--- src/rtl/rom_fetch_arbiter.sv ---
// Round-robin arbiter sharing one single-ported instruction ROM between the IF and LS ports.
// Optional feature macro ROM_ALIGN_CHK_EN: misaligned requests end in a one-cycle ERR state instead of a ROM access.
module rom_fetch_arbiter #(
  parameter int WAIT_STATES = 0,
  parameter int ADDR_W      = 32,
  parameter int DATA_W      = 32
) (
  input  logic              clk,
  input  logic              reset_n,
  input  logic              ifReq_i,
  input  logic [ADDR_W-1:0] ifAddr_i,
  output logic              ifAck_o,
  output logic [DATA_W-1:0] ifData_o,
  output logic              ifValid_o,
  output logic              ifErr_o,
  input  logic              lsReq_i,
  input  logic [ADDR_W-1:0] lsAddr_i,
  output logic              lsAck_o,
  output logic [DATA_W-1:0] lsData_o,
  output logic              lsValid_o,
  output logic              lsErr_o,
  output logic              romReq_o,
  output logic [ADDR_W-1:0] romAddr_o,
  input  logic [DATA_W-1:0] romInst_i,
  input  logic              romOk_i
);

  localparam int CNT_W = (WAIT_STATES > 0) ? $clog2(WAIT_STATES + 1) : 1;
  localparam logic [CNT_W-1:0] CNT_INIT = CNT_W'(WAIT_STATES);

`ifdef ROM_ALIGN_CHK_EN
  typedef enum logic [1:0] {IDLE, ACCESS, ERR} state_t;
`else
  typedef enum logic [1:0] {IDLE, ACCESS} state_t;
`endif

  state_t            r_state;
  state_t            w_nextState;
  logic              r_rrPtr;
  logic              r_owner;
  logic [ADDR_W-1:0] r_addr;
  logic [CNT_W-1:0]  r_count;
  logic              r_ifAck;
  logic              r_lsAck;
  logic              r_ifValid;
  logic              r_lsValid;
  logic [DATA_W-1:0] r_ifData;
  logic [DATA_W-1:0] r_lsData;

  logic              w_grant;
  logic              w_grantLs;
  logic [ADDR_W-1:0] w_grantAddr;
  logic              w_complete;
  logic [DATA_W-1:0] w_cplData;
`ifdef ROM_ALIGN_CHK_EN
  logic              w_errDone;
  logic              r_ifErr;
  logic              r_lsErr;
`endif

  always_ff @(posedge clk or negedge reset_n) begin
    if (!reset_n) begin
      r_state <= IDLE;
    end else begin
      r_state <= w_nextState;
    end
  end

  // r_rrPtr=1 means LS wins the next tie; it flips to the non-owner on every completion.
  always_comb begin
    w_nextState = r_state;
    w_grant     = 1'b0;
    w_grantLs   = 1'b0;
    w_grantAddr = ifAddr_i;
    w_complete  = 1'b0;
    w_cplData   = romInst_i;
`ifdef ROM_ALIGN_CHK_EN
    w_errDone   = 1'b0;
`endif
    case (r_state)
      IDLE: begin
        if (ifReq_i || lsReq_i) begin
          w_grant     = 1'b1;
          w_grantLs   = lsReq_i && (!ifReq_i || r_rrPtr);
          w_grantAddr = w_grantLs ? lsAddr_i : ifAddr_i;
`ifdef ROM_ALIGN_CHK_EN
          w_nextState = (w_grantAddr[1:0] != 2'b00) ? ERR : ACCESS;
`else
          w_nextState = ACCESS;
`endif
        end
      end
      ACCESS: begin
        if ((r_count == '0) && romOk_i) begin
          w_complete  = 1'b1;
          w_nextState = IDLE;
        end
      end
`ifdef ROM_ALIGN_CHK_EN
      ERR: begin
        w_complete  = 1'b1;
        w_errDone   = 1'b1;
        w_cplData   = '0;
        w_nextState = IDLE;
      end
`endif
      default: w_nextState = IDLE;
    endcase
  end

  always_ff @(posedge clk or negedge reset_n) begin
    if (!reset_n) begin
      r_rrPtr   <= 1'b0;
      r_owner   <= 1'b0;
      r_addr    <= '0;
      r_count   <= '0;
      r_ifAck   <= 1'b0;
      r_lsAck   <= 1'b0;
      r_ifValid <= 1'b0;
      r_lsValid <= 1'b0;
      r_ifData  <= '0;
      r_lsData  <= '0;
    end else begin
      r_ifAck   <= w_grant && !w_grantLs;
      r_lsAck   <= w_grant && w_grantLs;
      r_ifValid <= 1'b0;
      r_lsValid <= 1'b0;
      if (w_grant) begin
        r_addr  <= w_grantAddr;
        r_owner <= w_grantLs;
        r_count <= CNT_INIT;
      end else if ((r_state == ACCESS) && (r_count != '0)) begin
        r_count <= r_count - CNT_W'(1);
      end
      if (w_complete) begin
        r_rrPtr <= ~r_owner;
        if (r_owner) begin
          r_lsValid <= 1'b1;
          r_lsData  <= w_cplData;
        end else begin
          r_ifValid <= 1'b1;
          r_ifData  <= w_cplData;
        end
      end
    end
  end

`ifdef ROM_ALIGN_CHK_EN
  always_ff @(posedge clk or negedge reset_n) begin
    if (!reset_n) begin
      r_ifErr <= 1'b0;
      r_lsErr <= 1'b0;
    end else if (w_complete) begin
      if (r_owner) begin
        r_lsErr <= w_errDone;
      end else begin
        r_ifErr <= w_errDone;
      end
    end
  end

  assign ifErr_o = r_ifErr;
  assign lsErr_o = r_lsErr;
`else
  assign ifErr_o = 1'b0;
  assign lsErr_o = 1'b0;
`endif

  assign ifAck_o   = r_ifAck;
  assign lsAck_o   = r_lsAck;
  assign ifValid_o = r_ifValid;
  assign lsValid_o = r_lsValid;
  assign ifData_o  = r_ifData;
  assign lsData_o  = r_lsData;
  assign romReq_o  = (r_state == ACCESS);
  assign romAddr_o = r_addr;

endmodule

--- config.mk ---
export PLATFORM = sky130hd
export DESIGN_NAME = rom_fetch_arbiter
export DESIGN_NICKNAME = d
export VERILOG_FILES = /design/src/rtl/rom_fetch_arbiter.sv
export SDC_FILE = /design/constraint.sdc
export NUM_CORES = 1
export LEC_CHECK = 0
export ABC_AREA = 1
export ABC_CLOCK_PERIOD_IN_PS = 1600
export CORE_ASPECT_RATIO = 1.5
export CORE_UTILIZATION = 43
export CTS_BUF_LIST = sky130_fd_sc_hd__clkbuf_4 sky130_fd_sc_hd__clkbuf_8
export CTS_CLUSTER_DIAMETER = 200
export CTS_CLUSTER_SIZE = 28
export DETAILED_ROUTE_END_ITERATION = 7
export PLACE_DENSITY = 0.91
export SKIP_CTS_REPAIR_TIMING = 1
export SLEW_MARGIN = 20
export SYNTH_ARGS = -nofsm -noshare
export SYNTH_HDL_FRONTEND = slang
export SYNTH_SLANG_ARGS = --single-unit
--- constraint.sdc ---
create_clock -name clk -period 1.6 [get_ports clk]
set_input_delay 0.32 -clock clk [delete_from_list [all_inputs] [get_ports clk]]
set_output_delay 0.32 -clock clk [all_outputs]
set_load 0.01 [all_outputs]
==> metrics.csv <==
metric;value;unit
outcome;complete, but fails checks;
violations;hold timing;
wl_per_cell;13.96;µm
rsz0062_at_grt;false;
crit_path_end_kind;output pin;
synth_area_leader_cell;dfrtp_1;
hpwl;9037;µm
critical_path_class;reg -> out;
initial_core_util;44.86;%
yosys-top-cells-area;dfrtp_1, nand2_1, nand3_1;
hold_path_class;in -> async;
drtAntennaViolNets;0;
die_h;128.6;µm
synth_top_area_share;56.61;%
drc;0;
drive_above_1_share;4.891;%
r2r_cells;7;
fin_worst_skew;0.009395;ns
io_buffers;201;
drt_first_pass_iters;4;
cts.clk_slew.worst_paths;0.08;ns
synth_edf_count;0;
critPathMaxFanout;1;
clockRootBuffer;clkbuf_8;
htreeDepth;3;
crit_chain;clkdlybuf4s50_1;
total_power;11.80;mW
grt_start_max_net_pins;105;
r2r-start;r_state[0];
die_w;86.42;µm
path_delay_family;buffers and inverters;
synth_cells;576;
final_core_util;69.83;%
setup_viol;0;
rows;45;
ir_worst_vdd;0.0009207;V
slew_violations;0;
synth.avg_cell_area;7.981;µm²
wirelength;12820;µm
tightest_slew;0.5668;ns
rrSetupSlack;0.19;ns
power.density;1650;nW/µm²
cpPeakStageDelay;0.53;ns
min_period;1.549;ns
area_growth;55.66;%
synth-async-reset-ratio;100.0;%
cp.required;1.28;ns
antenna_found_initial;0;
viasPerCell;4.686;
grt_pass1_wl;20250;µm
ios;204;
netlist_area;4597;µm²
clock_sinks;104;
period_share;96.82;%
synth_cell_types;20;
max_freq;0.6455;GHz
initialDrtViolationCount;213;
grt_usage;23.84;%
vias;4302;
crit_buf_inv;1;
grt.overflow.total;0;
hold_viol;4;
ys_seq_area_share;56.61;%
r2r-end;romAddr_o[24];
cts_made_buffers;9;
max-slew-margin-rel;62.21;%
maxCapViolCount;0;
yosysWarnings;0;
postSynthRegisterBits;104;
final_nets;874;
cts.path.max_buffers;2;
nFillCells;784;
p_leak;4.847;nW
ys.flop_type;dfrtp_1;
dp_slack;-0.04530;ns
arrival;1.23;ns
insertion_delay;0.36;ns
setup_slack;0.05081;ns
critPathLaunchType;flip-flop;
slowest_stage;clkdlybuf4s50_1;
first_global_vias;4233;
dieArea;11120;µm²
place_congestion;0.8469;
cts_tree;done;
core-area;10250;µm²
hold_ws;-0.02021;ns
n_antenna_cell;0;
routing by layer:
metal / track usage [%] / wire length [µm] / vias up
met5: 0 / 0 / -
met4: 11.27 / 403 / 0
met3: 3.977 / 519 / 29
met2: 45.10 / 7042 / 141
met1: 25.30 / 4852 / 2033
li1: - / - / 2099
cells in the final DEF, fill, tap and decap left out, types with 3 or more instances in the layout:
| cell type | netlist | routed |
|---|---|---|
| inv_1 | 40 | 40 |
| clkinv_2 | 0 | 3 |
| nand3_1 | 32 | 32 |
| clkdlybuf4s50_1 | 0 | 102 |
| buf_4 | 2 | 7 |
| dfrtp_1 | 104 | 104 |
| clkbuf_8 | 0 | 9 |
| nand2_1 | 356 | 356 |
| buf_12 | 0 | 7 |
| dlymetal6s2s_1 | 0 | 98 |
how the worst max path moves through the flow:
stage          depth (start not counted)        from       endpoint
2_1_floorplan                          6  r_state[0]   lsData_o[10]
3_3_place_gp                           6     romOk_i    lsData_o[7]
3_5_place_dp                           7     lsReq_i  romAddr_o[12]
4_1_cts                                1  r_state[0]       romReq_o
5_1_grt                                1     lsAck_o        lsAck_o
6_report                               1   lsValid_o      lsValid_o
state kept, by name, summed over array words and instances (netlist names):
signal     count
romAddr_o     32
ifValid_o      1
ifAck_o        1
lsValid_o      1
r_owner        1
r_count        1
r_rrPtr        1
r_state        1
ifData_o      32
lsData_o      32
lsAck_o        1
kinds of logic (layout without fill, tap and decap cells):
group | after synthesis | count (layout) | share of synthesized area, %
compound gates | 2 | 2 | 0.2175
buf+inv | 72 | 272 | 8.519
flops | 104 | 104 | 56.61
other cells | 1 | 2 | 0.08158
simple gates | 397 | 397 | 34.57
area by class of cell:
class | count | area [µm²] | area share (%)
Multi-Input combinational cell | 401 | 1607 | 22.45
Inverter | 43 | 168.9 | 2.361
Sequential cell | 104 | 2603 | 36.37
Clock buffer | 11 | 138.9 | 1.941
Timing Repair Buffer | 214 | 2440 | 34.10
Clock inverter | 4 | 22.52 | 0.3147
Tap cell | 141 | 176.4 | 2.465
cell usage after synthesis, types with 2 or more instances:
library cell,n
buf_2,13
buf_4,2
buf_6,12
clkbuf_1,2
dfrtp_1,104
inv_1,40
nand2_1,356
nand2_2,2
nand3_1,32
nor2_1,2
nor2_8,2
power breakdown:
| group | leakage, nW | internal, mW | switching, mW |
|---|---|---|---|
| Combinational | 3.47 | 2.85 | 3.02 |
| Sequential | 1.29 | 3.85 | 0.650 |
| Clock | 0.0858 | 0.585 | 0.841 |
through the flow:
step                std cells  hold WS [ns]  TNS [ns]  instance area [µm²]
floorplan                 577       0.02441         0                 4601
global route              918       0.02467         0                 7156
global placement          903        0.4297         0                 6749
CTS                       918       0.01828    -1.947                 6910
detailed placement        903        0.4310   -0.6442                 6749
finish                    918      -0.02021         0                 7156
(Power assumes the default switching activity.)
